## src/rtl/uart_rx_buffered.sv

```systemverilog
// UART receiver with 2-flop input synchroniser, configurable framing, error
// pulses and a first-word fall-through receive FIFO behind a valid/ready port.
module uart_rx_buffered #(
   parameter int unsigned CLK_FREQ   = 100000000,
   parameter int unsigned BAUD_RATE  = 115200,
   parameter int unsigned DATA_BITS  = 8,
   parameter int unsigned PARITY     = 0,
   parameter int unsigned STOP_BITS  = 1,
   parameter int unsigned FIFO_DEPTH = 16
) (
   input  logic                          clk,
   input  logic                          reset_n,
   input  logic                          rx,
   input  logic                          rx_en,
   output logic [DATA_BITS-1:0]          rd_data,
   output logic                          rd_valid,
   input  logic                          rd_ready,
   output logic [$clog2(FIFO_DEPTH):0]   fifo_count,
   output logic                          parity_err,
   output logic                          frame_err,
   output logic                          overrun,
   input  logic                          clr_overrun,
   output logic                          busy
);

   localparam int unsigned CLKS_PER_BIT = CLK_FREQ / BAUD_RATE;
   localparam int unsigned HALF_BIT     = CLKS_PER_BIT / 2;
   localparam int unsigned CW           = (CLKS_PER_BIT > 1) ? $clog2(CLKS_PER_BIT) : 1;
   localparam int unsigned PW           = $clog2(FIFO_DEPTH);
   localparam int unsigned CNTW         = PW + 1;

   localparam logic [CW-1:0]   BIT_LAST  = CW'(CLKS_PER_BIT - 1);
   localparam logic [CW-1:0]   HALF_LAST = CW'(HALF_BIT - 1);
   localparam logic [3:0]      DATA_LAST = 4'(DATA_BITS - 1);
   localparam logic [3:0]      STOP_LAST = 4'(STOP_BITS - 1);
   localparam logic            PAR_ODD   = (PARITY == 1);
   localparam logic [CNTW-1:0] DEPTH_C   = CNTW'(FIFO_DEPTH);

   typedef enum logic [2:0] {S_IDLE, S_START, S_DATA, S_PARITY, S_STOP} state_t;

   state_t                 state_q;
   logic                   s1_q, s2_q, rx_prev_q;
   logic [CW-1:0]          clk_cnt_q;
   logic [3:0]             bit_cnt_q;
   logic [DATA_BITS-1:0]   shift_q;
   logic                   perr_q, ferr_q;
   logic                   parity_err_q, frame_err_q, overrun_q;

   logic [DATA_BITS-1:0]   mem_q [FIFO_DEPTH];
   logic [PW-1:0]          wr_ptr_q, rd_ptr_q;
   logic [CNTW-1:0]        count_q;

   logic bit_tick, last_stop, ferr_d, good_frame, fifo_nempty, pop, push, drop;

   always_comb begin
      bit_tick    = (clk_cnt_q == BIT_LAST);
      last_stop   = (state_q == S_STOP) && bit_tick && (bit_cnt_q == STOP_LAST);
      ferr_d      = ferr_q | ~s2_q;
      good_frame  = last_stop && !ferr_d && !perr_q;
      fifo_nempty = (count_q != '0);
      pop         = fifo_nempty && rd_ready;
      push        = good_frame && ((count_q < DEPTH_C) || pop);
      drop        = good_frame && !push;
   end

   always_ff @(posedge clk or negedge reset_n) begin
      if (!reset_n) begin
         state_q      <= S_IDLE;
         s1_q         <= 1'b1;
         s2_q         <= 1'b1;
         rx_prev_q    <= 1'b1;
         clk_cnt_q    <= '0;
         bit_cnt_q    <= '0;
         shift_q      <= '0;
         perr_q       <= 1'b0;
         ferr_q       <= 1'b0;
         parity_err_q <= 1'b0;
         frame_err_q  <= 1'b0;
         overrun_q    <= 1'b0;
      end else begin
         s1_q         <= rx;
         s2_q         <= s1_q;
         rx_prev_q    <= s2_q;
         parity_err_q <= 1'b0;
         frame_err_q  <= 1'b0;
         if (drop)
            overrun_q <= 1'b1;
         else if (clr_overrun)
            overrun_q <= 1'b0;

         case (state_q)
            S_IDLE: begin
               clk_cnt_q <= '0;
               if (rx_en && rx_prev_q && !s2_q)
                  state_q <= S_START;
            end
            S_START: begin
               if (clk_cnt_q == HALF_LAST) begin
                  clk_cnt_q <= '0;
                  bit_cnt_q <= '0;
                  state_q   <= s2_q ? S_IDLE : S_DATA;
               end else begin
                  clk_cnt_q <= clk_cnt_q + CW'(1);
               end
            end
            S_DATA: begin
               if (bit_tick) begin
                  clk_cnt_q <= '0;
                  // LSB arrives first: shifting in at the MSB leaves bit k at k after the last sample
                  shift_q   <= {s2_q, shift_q[DATA_BITS-1:1]};
                  if (bit_cnt_q == DATA_LAST) begin
                     bit_cnt_q <= '0;
                     perr_q    <= 1'b0;
                     ferr_q    <= 1'b0;
                     state_q   <= (PARITY != 0) ? S_PARITY : S_STOP;
                  end else begin
                     bit_cnt_q <= bit_cnt_q + 4'd1;
                  end
               end else begin
                  clk_cnt_q <= clk_cnt_q + CW'(1);
               end
            end
            S_PARITY: begin
               if (bit_tick) begin
                  clk_cnt_q <= '0;
                  perr_q    <= (^{shift_q, s2_q}) != PAR_ODD;
                  state_q   <= S_STOP;
               end else begin
                  clk_cnt_q <= clk_cnt_q + CW'(1);
               end
            end
            S_STOP: begin
               if (bit_tick) begin
                  clk_cnt_q <= '0;
                  ferr_q    <= ferr_d;
                  if (bit_cnt_q == STOP_LAST) begin
                     state_q      <= S_IDLE;
                     frame_err_q  <= ferr_d;
                     parity_err_q <= !ferr_d && perr_q;
                  end else begin
                     bit_cnt_q <= bit_cnt_q + 4'd1;
                  end
               end else begin
                  clk_cnt_q <= clk_cnt_q + CW'(1);
               end
            end
            default: state_q <= S_IDLE;
         endcase
      end
   end

   always_ff @(posedge clk or negedge reset_n) begin
      if (!reset_n) begin
         wr_ptr_q <= '0;
         rd_ptr_q <= '0;
         count_q  <= '0;
      end else begin
         if (push)
            wr_ptr_q <= wr_ptr_q + PW'(1);
         if (pop)
            rd_ptr_q <= rd_ptr_q + PW'(1);
         case ({push, pop})
            2'b10:   count_q <= count_q + CNTW'(1);
            2'b01:   count_q <= count_q - CNTW'(1);
            default: count_q <= count_q;
         endcase
      end
   end

   always_ff @(posedge clk) begin
      if (push)
         mem_q[wr_ptr_q] <= shift_q;
   end

   assign rd_data    = mem_q[rd_ptr_q];
   assign rd_valid   = fifo_nempty;
   assign fifo_count = count_q;
   assign parity_err = parity_err_q;
   assign frame_err  = frame_err_q;
   assign overrun    = overrun_q;
   assign busy       = (state_q != S_IDLE);

endmodule

```

## config.mk

```make
export PLATFORM = sky130hd
export DESIGN_NAME = uart_rx_buffered
export DESIGN_NICKNAME = d
export VERILOG_FILES = /design/src/rtl/uart_rx_buffered.sv
export SDC_FILE = /design/constraint.sdc
export NUM_CORES = 1
export LEC_CHECK = 0
export ABC_AREA = 0
export BUFFER_PORTS_ARGS = -buffer_cell sky130_fd_sc_hd__buf_4
export CAP_MARGIN = 20
export CORE_MARGIN = 2
export CORE_UTILIZATION = 52
export CTS_BUF_LIST = sky130_fd_sc_hd__clkbuf_4 sky130_fd_sc_hd__clkbuf_8
export CTS_CLUSTER_DIAMETER = 60
export DETAILED_ROUTE_END_ITERATION = 8
export GPL_TIMING_DRIVEN = 0
export PLACE_DENSITY = 0.69
export SLEW_MARGIN = 0
export SYNTH_ARGS = -nofsm -noshare
export SYNTH_HDL_FRONTEND = slang
export SYNTH_SLANG_ARGS = --single-unit
```

## constraint.sdc

```tcl
create_clock -name clk -period 3.7 [get_ports clk]
set_input_delay 0.74 -clock clk [delete_from_list [all_inputs] [get_ports clk]]
set_output_delay 0.74 -clock clk [all_outputs]
set_load 0.1 [all_outputs]
```

## Word-level counts from Yosys, hierarchy flattened

Memory sizes are Yosys's and may differ from the RTL's.
Cells that the tools add are included.

| operators by class | value |
|---|---|
| add/subtract/negate cells | 6 |
| order comparisons | 1 |
| equality and inequality tests | 17 |
| muxes and demuxes | 35 |
| bitwise logic cells | 2 |
| reduce and logical (&&, ||, !) cells | 32 |

Operators with widths:

| cell | count |
|---|---|
| $pmux W10 S3 | 1 |
| $mux W3 | 7 |
| $mux W10 | 2 |
| $mux W4 | 5 |
| $pmux W3 S5 | 1 |
| $mux W1 | 14 |
| $ne A2 B2 Y1 const B | 7 |
| $add A4 B1 Y4 const B | 3 |
| $pmux W4 S3 | 1 |
| $add A10 B1 Y10 const B | 1 |
| $eq A10 B10 Y1 const B | 1 |
| $eq A10 B9 Y1 const B | 1 |
| $logic_and A1 B1 Y1 | 10 |
| $pmux W5 S2 | 1 |
| $reduce_bool A3 Y1 | 3 |
| $reduce_xor A9 Y1 | 1 |
| $reduce_and A4 Y1 | 2 |
| $reduce_bool A2 Y1 | 4 |
| $reduce_and A7 Y1 | 1 |
| $eq A3 B2 Y1 const B | 2 |
| $add A5 B1 Y5 const B | 1 |
| $lt A5 B5 Y1 const B | 1 |
| $reduce_and A5 Y1 | 1 |
| $reduce_bool A5 Y1 | 1 |
| other kinds (17) | 21 |

| storage, ports and cells | value |
|---|---|
| bits in registers | 46 |
| memory bits (writable) | 128 |
| input port bits | 6 |
| output and inout bits | 18 |
| word-level logic and storage cells | 109 |
| memories | 1 |

Memories:

| memory | depth | bits a word | read ports | clocked after Yosys merged registers in | wr ports | line | RTL |
|---|---|---|---|---|---|---|---|
| mem_q | 16 | 8 | 1 | 0 | 1 | 49 | `logic [DATA_BITS-1:0] mem_q [FIFO_DEPTH];` |

## Logic depth before layout (Yosys ltp)

| logic depth | value |
|---|---|
| word-level depth | 9 |
| depth in mapped cells | 14 |
| depth with buffers taken out | 14 |

## Worst setup path after synthesis

No wires, ideal clock.

| timing path | value |
|---|---|
| kind | register to register |
| start | register count_q[1] (netlist: fifo_count[1]) |
| end | register count_q[4] (netlist: fifo_count[4]) |
| library setup time | 0.163 ns |
| arrival time | 3.541 ns |
| data required time | 3.537 ns |
| slack | -0.004 ns |
| stages on the path, launching flop included | 13 |
| path buffers | 1 |
| clock period less this slack | 3.704 ns |
| cell sequence | dfrtp_1 inv_1 nand2_1 and2_1 clkbuf_1 ha_1 inv_1 fa_1 nor2b_1 o21ai_0 and3_1 nor3_1 xor2_1 |

| on the way | value |
|---|---|
| longest elaborated chain between the ends | 6 |
| elaborated cells on any way between the ends | 11 |
| those cells by class | 2 x add/sub; 1 x order compare; 2 x eq/ne; 1 x mux; 5 x reduce/logical |

Ends and longest elaborated chain:

| what | line | RTL |
|---|---|---|
| start, declared | 51 | `logic [CNTW-1:0] count_q;` |
| start signal, assigned | 163 | `2'b10: count_q <= count_q + CNTW'(1);` |
| start signal, assigned | 164 | `2'b01: count_q <= count_q - CNTW'(1);` |
| start signal, assigned | 165 | `default: count_q <= count_q;` |
| $reduce_bool A5 Y1 * | 60 | `fifo_nempty = (count_q != '0);` |
| named net rd_valid | 16 | `output logic rd_valid,` |
| $logic_and A1 B1 Y1 * | 61 | `pop = fifo_nempty && rd_ready;` |
| named net pop | 53 | `logic bit_tick, last_stop, ferr_d, good_frame, fifo_nempty, pop, push, drop;` |
| $logic_or A1 B1 Y1 | 62 | `push = good_frame && ((count_q < DEPTH_C) \|\| pop);` |
| $logic_and A1 B1 Y1 | 62 |  |
| $eq A2 B1 Y1 or $eq A2 B2 Y1 (tied branches) | 162 | `case ({push, pop})` |
| $pmux W5 S2 or $reduce_bool A2 Y1 (tied branches) | -- |  |

The timed path passes the listed nets; every way through them passes the cells marked *.
A chain may end at the register's enable or synchronous reset.

## Final worst setup path

| timing path | value |
|---|---|
| start | register rd_ptr_q[1] |
| end | output rd_data[2] |

| on the way | value |
|---|---|
| longest elaborated chain between the ends | 1 |

Ends and longest elaborated chain:

| what | line | RTL |
|---|---|---|
| start, declared | 50 | `logic [PW-1:0] wr_ptr_q, rd_ptr_q;` |
| start signal, assigned | 161 | `rd_ptr_q <= rd_ptr_q + PW'(1);` |
| $mem_v2 Z16 W8 | -- |  |
| end, declared | 15 | `output logic [DATA_BITS-1:0] rd_data,` |

No other way between the ends.

==> results_dict.tcl <==
set metrics [dict create \
    cp_data_required_time_ps 2960 \
    cp.depth 5 \
    gp_congestion 0.783 \
    fp.dieH_um 123 \
    cp_slowest_stage_delay_ps 520 \
    grt_use_total 0.200 \
    fin_skew_ps 10.2 \
    hold_class "in2async" \
    vdd_drop_max_mv 0.224 \
    synth-seq-cells 174 \
    rsz0062_at_grt "false" \
    crit_buf_inv 3 \
    pre_cts_slack_ps 443 \
    slew_headroom 0.413 \
    nFillCells 1050 \
    end_kind "output port" \
    antenna_cells 0 \
    port-buffer-count 23 \
    synth_area_um2 7320 \
    final_cell_area_um2 8140 \
    viasPerCell 5.69 \
    powerDensity_nw_per_um2 417 \
    cts_buffers 17 \
    fin_tns_setup_ps 0 \
    synth_edf_count 128 \
    syn_inst 431 \
    synth_seq_area_share 0.683 \
    num_rows 43 \
    period_share 0.964 \
    worstReg2RegStart "state_q[2]" \
    clkLatencyLatePin_ps 450 \
    synth.distinct_cells 50 \
    cp_top_family "buffers and inverters" \
    hold_violations 0 \
    setup_ws_ps 132 \
    cts_tree "done" \
    multi_input_area_um2 2220 \
    start_util 0.529 \
    drtIter0Drc 321 \
    seq_area_um2 5000 \
    ys_warn_count 0 \
    worst_slew_pin_slew_ps 876 \
    clk_pin_slew_ps 90 \
    dieArea_um2 15000 \
    area_growth_pct 11.3 \
    synth_fp_nets 451 \
    p_leak_uw 0.00321 \
    slew_violations 0 \
    grt_max_degree 47 \
    htree_levels 4 \
    fmax_ghz 0.280 \
    drive_gt1_frac 0.258 \
    core_um2 13800 \
    reg2reg_to "fifo_count[4]" \
    async_flop_share 0.264 \
    critPathArrivalTime_ps 2830 \
    setup_viol 0 \
    drc_errors 0 \
    wire_per_inst_um 20.0 \
    cp_cell_sequence "clkbuf_1 > clkbuf_1 > mux4_2 > mux4_2 > buf_4" \
    cp_max_fo 10 \
    slowest_stage "clkbuf_1" \
    grt_pass1_vias 3954 \
    first_pass_iters 4 \
    vias 3782 \
    cts_hold_buf 0 \
    drt-total-wl_um 13300 \
    drtAntennaViolNets 0 \
    ioPinCount 24 \
    grt_first_pass_wirelength_um 21500 \
    ctsRootBufferMaster "clkbuf_8" \
    layout.nets 492 \
    setup.worst_path.class "reg2out" \
    dp_hpwl_um 8870 \
    r2r_slack_ps 400 \
    status "complete, no violations" \
    p_total_uw 3390 \
    antenna_found_initial 0 \
    placed_area_um2 7740 \
    ctsLongestPathBuffers 2 \
    syn_area_per_cell_um2 17.0 \
    dieWidth_um 123 \
    synth_top_flop_cell "edfxtp_1" \
    r2r_cells 12 \
    start_kind "flop" \
    clock-sinks 174 \
    grt-ovfl-total 0 \
    drv_cap 0 \
    period_minus_slack_ps 3570 \
]
synth_stat cells (4+ instances only):
library cell  instances  area (um^2)
edfxtp_1            128         3840
dfrtp_1              43         1080
mux4_2               40          901
nor2_1               27          101
nand2_1              22         82.6
xnor2_1              16          140
inv_1                14         52.6
ha_1                 13          163
mux2_2               11          124
o21ai_0              11         55.1
clkbuf_1             10         37.5
nand2b_1              9         56.3
nor3_1                8         40.0
xor2_1                8         70.1
a21oi_1               5         25.0
buf_1                 4         15.0
nand3_1               4         20.0
nand4_1               4         25.0
cells in the final DEF (no fill, tap or decap), types with 3 or more instances in the layout:
master	n
a21o_1	3
a21oi_1	5
and4_1	3
buf_1	4
buf_4	26
clkbuf_1	7
clkbuf_4	3
clkbuf_8	19
clkinv_2	3
clkinv_4	3
dfrtp_1	43
dfstp_2	3
edfxtp_1	128
ha_1	13
inv_1	14
mux2_2	11
mux4_2	40
nand2_1	21
nand2b_1	9
nand3_1	4
nand3b_1	3
nand4_1	4
nor2_1	27
nor2b_1	3
nor3_1	4
nor3_2	4
o21ai_0	11
o22ai_1	3
o31ai_1	3
xnor2_1	16
xor2_1	8
repair_timing:
action                                  CTS  global route
setup buffers                             0             0
endpoints found under the hold margin     0             0
endpoints found under the setup margin    8             8
resized for setup                         3             4
pin swaps                                 0             0
cell type report:
class / count / share of cell area
multi-input combinational: 226 / 0.273
clock buffer: 22 / 0.0349
sequential: 174 / 0.614
inverter: 14 / 0.00645
timing repair buffer: 23 / 0.0212
buffer: 16 / 0.00907
tap: 180 / 0.0277
clock inverter: 10 / 0.0143
registers in the layout (all words and copies together), names as in the netlist:
register and cells:
bit_cnt_q 4, clk_cnt_q 10, ferr_q 1, fifo_count 5, frame_err 1, mem_q 128
overrun 1, parity_err 1, perr_q 1, rd_ptr_q 4, rx_prev_q 1, s1_q 1
s2_q 1, shift_q 8, state_q 3, wr_ptr_q 4
power breakdown:
part	total (uW)	internal, uW	leakage (uW)	switching (uW)
Sequential	2070	2070	0.00209	1.79
Clock	1300	657	0.000203	644
Combinational	17.1	5.13	0.000919	11.9
logic make-up (layout without fill, tap and decap cells):
group           after synthesis  count (layout)  share of synthesized area
mux                          53              53                      0.143
compound gates               35              35                     0.0315
fa+ha+maj                    14              14                     0.0250
flops                       174             174                      0.683
simple gates                100             100                     0.0723
buf+inv                      31              85                     0.0164
xor+xnor                     24              24                     0.0287
metal layers:
metal / vias to the layer above / global-route usage / wire [um]
li1: 1742 / - / -
met4: 0 / 0.0740 / 201
met2: 86 / 0.309 / 6670
met5: - / 0 / 0
met1: 1946 / 0.277 / 5830
met3: 8 / 0.0502 / 638
worst max path at each step:
stage,slack [ps],end,start
2_1_floorplan,260,fifo_count[4],fifo_count[1]
3_3_place_gp,100,mem_q[0][1],clk_cnt_q[3]
3_5_place_dp,440,fifo_count[4],clk_cnt_q[3]
4_1_cts,40,rd_data[6],rd_ptr_q[1]
5_1_grt,20,rd_data[2],rd_ptr_q[1]
6_report,130,rd_data[2],rd_ptr_q[1]
stage by stage:
| stage | utilization | hold WS [ps] | instances |
|---|---|---|---|
| 6_report | 0.589 | 282 | 665 |
| 3_3_place_gp | 0.558 | 347 | 634 |
| 5_1_grt | 0.589 | 304 | 665 |
| 2_1_floorplan | - | 345 | 431 |
| 3_5_place_dp | 0.559 | 347 | 634 |
| 4_1_cts | 0.589 | 289 | 666 |
Note: power is estimated with default switching activity, not from simulation.
